$ cat src/rtl/fork_join_ctrl.sv
// Fork/join scheduler: one accepted start launches up to NUM_TASKS timed child
// jobs and releases the parent with a single parent_go pulse per join mode.
module fork_join_ctrl #(
  parameter int unsigned NUM_TASKS = 3,
  parameter int unsigned CNT_W     = 8
) (
  input  logic                       clk,
  input  logic                       rst_n,
  input  logic                       start,
  input  logic [1:0]                 mode,
  input  logic [NUM_TASKS-1:0]       task_en,
  input  logic [NUM_TASKS*CNT_W-1:0] dur,
  input  logic                       kill,
  output logic                       busy,
  output logic                       parent_go,
  output logic [NUM_TASKS-1:0]       task_active,
  output logic [NUM_TASKS-1:0]       task_done
);

  localparam logic [1:0] MODE_JOIN_ANY  = 2'b01;
  localparam logic [1:0] MODE_JOIN_NONE = 2'b10;

  typedef enum logic [1:0] {
    S_IDLE,
    S_WAIT_PARENT,
    S_DRAIN
  } state_t;

  state_t                             state_q, state_d;
  logic   [1:0]                       mode_q, mode_d;
  logic   [NUM_TASKS-1:0][CNT_W-1:0]  cnt_q, cnt_d;
  logic   [NUM_TASKS-1:0]             active_q, active_d;
  logic   [NUM_TASKS-1:0]             done_q, done_d;
  logic                               pg_q, pg_d;
  logic                               busy_q, busy_d;

  logic   [NUM_TASKS-1:0]             fin;
  logic   [NUM_TASKS-1:0]             remain;
  logic                               accept;
  logic                               release_go;

  // Next-state, counter and output computation
  always_comb begin
    state_d    = state_q;
    mode_d     = mode_q;
    cnt_d      = cnt_q;
    active_d   = active_q;
    done_d     = '0;
    pg_d       = 1'b0;
    busy_d     = 1'b0;
    fin        = '0;
    release_go = 1'b0;

    // A task finishes on the edge its counter steps from 1 to 0
    for (int unsigned i = 0; i < NUM_TASKS; i++) begin
      fin[i] = active_q[i] && (cnt_q[i] == CNT_W'(1));
      if (active_q[i]) begin
        cnt_d[i] = cnt_q[i] - CNT_W'(1);
      end
    end
    remain   = active_q & ~fin;
    active_d = remain;
    done_d   = fin;

    // busy_q gate keeps a start from landing in the trailing busy cycle
    accept = (state_q == S_IDLE) && (active_q == '0) && !busy_q && start && !kill;

    unique case (state_q)
      S_IDLE: begin
        if (accept) begin
          mode_d   = mode;
          active_d = task_en;
          for (int unsigned i = 0; i < NUM_TASKS; i++) begin
            if (task_en[i]) begin
              cnt_d[i] = (dur[i*CNT_W +: CNT_W] == '0) ? CNT_W'(1) : dur[i*CNT_W +: CNT_W];
            end
          end
          if ((task_en == '0) || (mode == MODE_JOIN_NONE)) begin
            pg_d    = 1'b1;
            state_d = S_DRAIN;
          end else begin
            state_d = S_WAIT_PARENT;
          end
        end
      end
      S_WAIT_PARENT: begin
        if (mode_q == MODE_JOIN_ANY) begin
          release_go = (fin != '0);
        end else begin
          release_go = (fin != '0) && (remain == '0);
        end
        if (release_go) begin
          pg_d    = 1'b1;
          state_d = (remain == '0) ? S_IDLE : S_DRAIN;
        end
      end
      S_DRAIN: begin
        if (active_q == '0) begin
          state_d = S_IDLE;
        end
      end
      default: state_d = S_IDLE;
    endcase

    // busy trails the last task_active by one cycle
    busy_d = (state_d != S_IDLE) || (active_q != '0);

    if (kill) begin
      state_d  = S_IDLE;
      cnt_d    = '0;
      active_d = '0;
      done_d   = '0;
      pg_d     = 1'b0;
      busy_d   = 1'b0;
    end
  end

  always_ff @(posedge clk or negedge rst_n) begin
    if (!rst_n) begin
      state_q  <= S_IDLE;
      mode_q   <= 2'b00;
      cnt_q    <= '0;
      active_q <= '0;
      done_q   <= '0;
      pg_q     <= 1'b0;
      busy_q   <= 1'b0;
    end else begin
      state_q  <= state_d;
      mode_q   <= mode_d;
      cnt_q    <= cnt_d;
      active_q <= active_d;
      done_q   <= done_d;
      pg_q     <= pg_d;
      busy_q   <= busy_d;
    end
  end

  assign busy        = busy_q;
  assign parent_go   = pg_q;
  assign task_active = active_q;
  assign task_done   = done_q;

endmodule

$ cat config.mk
export PLATFORM = sky130hd
export DESIGN_NAME = fork_join_ctrl
export DESIGN_NICKNAME = d
export VERILOG_FILES = /design/src/rtl/fork_join_ctrl.sv
export SDC_FILE = /design/constraint.sdc
export NUM_CORES = 1
export LEC_CHECK = 0
export ABC_AREA = 1
export BUFFER_PORTS_ARGS = -buffer_cell sky130_fd_sc_hd__buf_2
export CAP_MARGIN = 20
export CORE_MARGIN = 2
export CORE_UTILIZATION = 49
export DETAILED_ROUTE_END_ITERATION = 10
export GPL_ROUTABILITY_DRIVEN = 0
export PLACE_DENSITY = 0.75
export SLEW_MARGIN = 20
export SYNTH_ARGS = -nofsm -noshare
export SYNTH_HDL_FRONTEND = slang
export SYNTH_SLANG_ARGS = --single-unit
$ cat constraint.sdc
create_clock -name clk -period 1.6 [get_ports clk]
set_clock_uncertainty 0.2 [all_clocks]
set_input_delay 0.16 -clock clk [delete_from_list [all_inputs] [get_ports clk]]
set_output_delay 0.16 -clock clk [all_outputs]
set_load 0.005 [all_outputs]
==> impl_results.md <==
- Outcome: finished with violations
- Failing checks: hold timing, setup timing
- Hold depth: 3
- EDFF count, synth: 0
- Grt total ovfl: 0
- Gr usage total: about a quarter
- Crit-path max FO: 5
- Die Footprint: 4780 um^2
- DRT iter0 DRCs: 170
- Post-DR wirelength/cell: between 10 and 15 um
- Max Slew Vio Count: 0
- PwrDens: 908 nW/um^2
- # H-tree levels: 2
- Area after DPL: 2580 um^2
- I/O pins: 41
- Die X: 69.2 um
- Largest net degree at the start of global routing: 26
- Post-route cell area: between 3000 and 4000 um^2
- Final Critical Period: 1750 ps
- 1st-pass router iterations: 4
- Final Hold Vio Count: 2
- Clock-pin slew on the worst setup and hold paths: 70 ps
- Clock tree from TritonCTS: yes
- Worst-path cell chain: nor3_4, nand4_4, clkinv_4, buf_8, nand2_8, o21ai_2, a31oi_1
- Reg2reg path depth: 7
- Reg2reg end: cnt_q[2]
- Port bufs: 40
- Clock latency at the later pin of the worst-skew pair: 300 ps
- CP Class: reg2reg
- LEAKAGE: 1.55 nW
- Peak supply drop: 0.000531 V
- Ys flop type: dfrtp_1
- Worst-margin pin slew: 438 ps
- Fin crit share: 110%
- Root Driver: clkbuf_8
- Antenna fix cells: 0
- Antenna viol nets, final: 0
- Asr flop ratio synth: 100%
- Layout Cells excl Fill: a little over 400
- Hold crit path type: in2reg
- Synthesized flop and latch total: 36
- Worst endpoint required time: 1580 ps
- RSZ-0062 raised after global routing: true
- Global-route wire length before repair: 9900 um
- Worst setup SP type: flip-flop
- Synth Cell Area: 2080 um^2
- Core area: slightly above 4000 um^2
- DRC: 0
- Avg Synthesized Cell Area: 8.13 um^2
- CTS Sinks: 36
- Share of layout cells above drive strength 1: between 30% and 40%
- Area delta synth->final: 50.3%
- Vias in the first global route: 2255
- Mapped Cells: around 260
- Final WL: roughly 6000 um
- Final setup viols: 25
- Vias: around 2200
- Max_slew headroom: 70.5%
- Pre-CTS WS: -207 ps
- Fin nets: 400
- Worst Hold Path EP: cnt_q[12]
- Initial antenna violation count: 0
- Placement Rows: 23
- CTS Buffer Depth: 2
- Final WS setup: -154 ps
- DP Wirelength: 3660 um
- CP arrival: ~1700 ps
- Setup TNS: -1960 ps
- Worst Setup SP: task_active[0]
- Placed Cells: 376
- CP max stage delay: roughly 430 ps
- Number of max-cap violations: 0
- Sequential cell area: 901 um^2
- Via/cell ratio: approximately 5.3
- Synth warnings: 0
- Die Ht: 69.2 um
- R2R setup slack: -150 ps
- Synth Net Count: 295
- Worst hold path startpoint: dur[12]
- Area of the multi-input gates: 1190 um^2
- Post-synthesis sequential area ratio: a little over two fifths
- Count of cell types in the netlist: 27
- Worst reg2reg path startpoint: task_active[0]
- Crit end category: flip-flop
- Num CTS Buffers: 5
- Hold Slack: -14.7 ps
- Peak Freq: 570 MHz
- Fillers: 261
- Slowest cell on crit path: dfrtp_1
- Initial Utilization: between 50 and 60%
## repair_timing
| item | 4_1_cts | 5_1_grt |
|---|---|---|
| buffers inserted | 1 | 4 |
| hold endpoints to repair | 59 | 0 |
| gates cloned | 2 | 0 |
| setup endpoints to repair | 29 | 31 |
| pin swaps | 1 | 7 |
| hold buffers | 21 | 0 |
| resized for setup | 29 | 30 |
## where the power goes
group	switching, W	internal (W)
clock	0.000341	0.000462
combinational	0.000506	0.000444
sequential	0.0000703	0.00102
## final cells by class
class / count / area share, %
flip-flops and latches: 36 / 28.8
inverters: 25 / 3.16
multi-input cells: 188 / 37.9
repair buffers: 105 / 24.7
clock inverters: 2 / 1.12
clock buffers: 6 / 2.32
well taps: 50 / 2.00
## layer usage
metal	part of all wire (%)	global-route usage (%)	wire [um]	up-vias
met2	50	43.2	3020	64
met4	3.3	13.1	197	0
met5	0	0	0	-
li1	-	-	-	1067
met1	42	30.4	2530	1039
met3	4.2	6.87	254	21
## metrics by stage
step	total power, W	utilization, %	hold WS [ps]
2_1_floorplan	0.00152	-	-336
5_1_grt	0.00300	77.1	14.2
6_report	0.00284	77.1	-14.7
3_3_place_gp	0.00182	63.5	-110
3_5_place_dp	0.00185	63.5	-104
4_1_cts	0.00274	73.9	0.147
## critical path, delay by kind of cell (launching register included)
family | cells | cell delay [ps]
buffers and inverters | 2 | 260
AND/OR/NAND/NOR | 3 | 500
flip-flops | 1 | 430
AO/OA/AOI/OAI | 2 | 230
## registers in the layout (all words and copies together) (netlist names)
signal,cells
busy,1
cnt_q,24
mode_q,2
parent_go,1
state_q,2
task_active,3
task_done,3
## logic make-up (layout without fill, tap and decap cells)
group	after synthesis	in the layout	synth area share, %
AOI/OAI and AO/OA	62	62	16.1
xor gates and xnor gates	11	11	4.63
buffers and inverters	34	138	8.06
DFF	36	36	43.3
and+or+nand+nor	107	109	24.3
adders and majority gates	6	6	3.61
## worst max-delay path by stage
| stage | to | slack, ps | cells past startpoint |
|---|---|---|---|
| after floorplan | cnt_q[0] | -100 | 8 |
| after CTS | busy | -70 | 11 |
| after global routing | busy | -200 | 10 |
| final | cnt_q[2] | -150 | 7 |
| after detailed placement | busy | -210 | 11 |
| after global placement | busy | -160 | 11 |
## synth_stat cells, types with 3 or more instances
| library cell | number | area, um^2 |
|---|---|---|
| a31oi_1 | 8 | 50.1 |
| xor2_1 | 4 | 35.0 |
| a21oi_1 | 21 | 105 |
| xnor2_1 | 7 | 61.3 |
| buf_6 | 4 | 45.0 |
| nand2_1 | 44 | 165 |
| nor2_1 | 27 | 101 |
| nor4_1 | 3 | 18.8 |
| ha_1 | 6 | 75.1 |
| or2_2 | 4 | 25.0 |
| o21ai_0 | 27 | 135 |
| nand4_1 | 3 | 18.8 |
| dfrtp_1 | 36 | 901 |
| o21ai_1 | 4 | 20.0 |
| nor3_1 | 10 | 50.1 |
| nand3_1 | 9 | 45.0 |
| buf_2 | 3 | 15.0 |
| inv_1 | 24 | 90.1 |
## layout by cell type, fill, tap and decap left out, types with 2 or more instances in the layout
cell / n
ha_1: 3
a21oi_1: 20
nor4_1: 3
buf_4: 39
xor2_1: 4
nor3_1: 7
nor2_2: 6
clkbuf_8: 5
xnor2_1: 7
or2_2: 4
inv_1: 20
dfrtp_1: 36
nor2_1: 21
o21ai_0: 15
o21ai_2: 8
nand2_4: 6
nand2_2: 5
nor3_2: 3
buf_2: 40
a31oi_1: 8
dlygate4sd3_1: 21
inv_2: 4
nand3b_1: 2
nand4_1: 3
nand3_1: 7
ha_2: 2
nand3_2: 2
o21ai_1: 7
nand2_1: 37
buf_6: 3
a211oi_2: 2
Note: power is estimated with default switching activity, not from simulation.
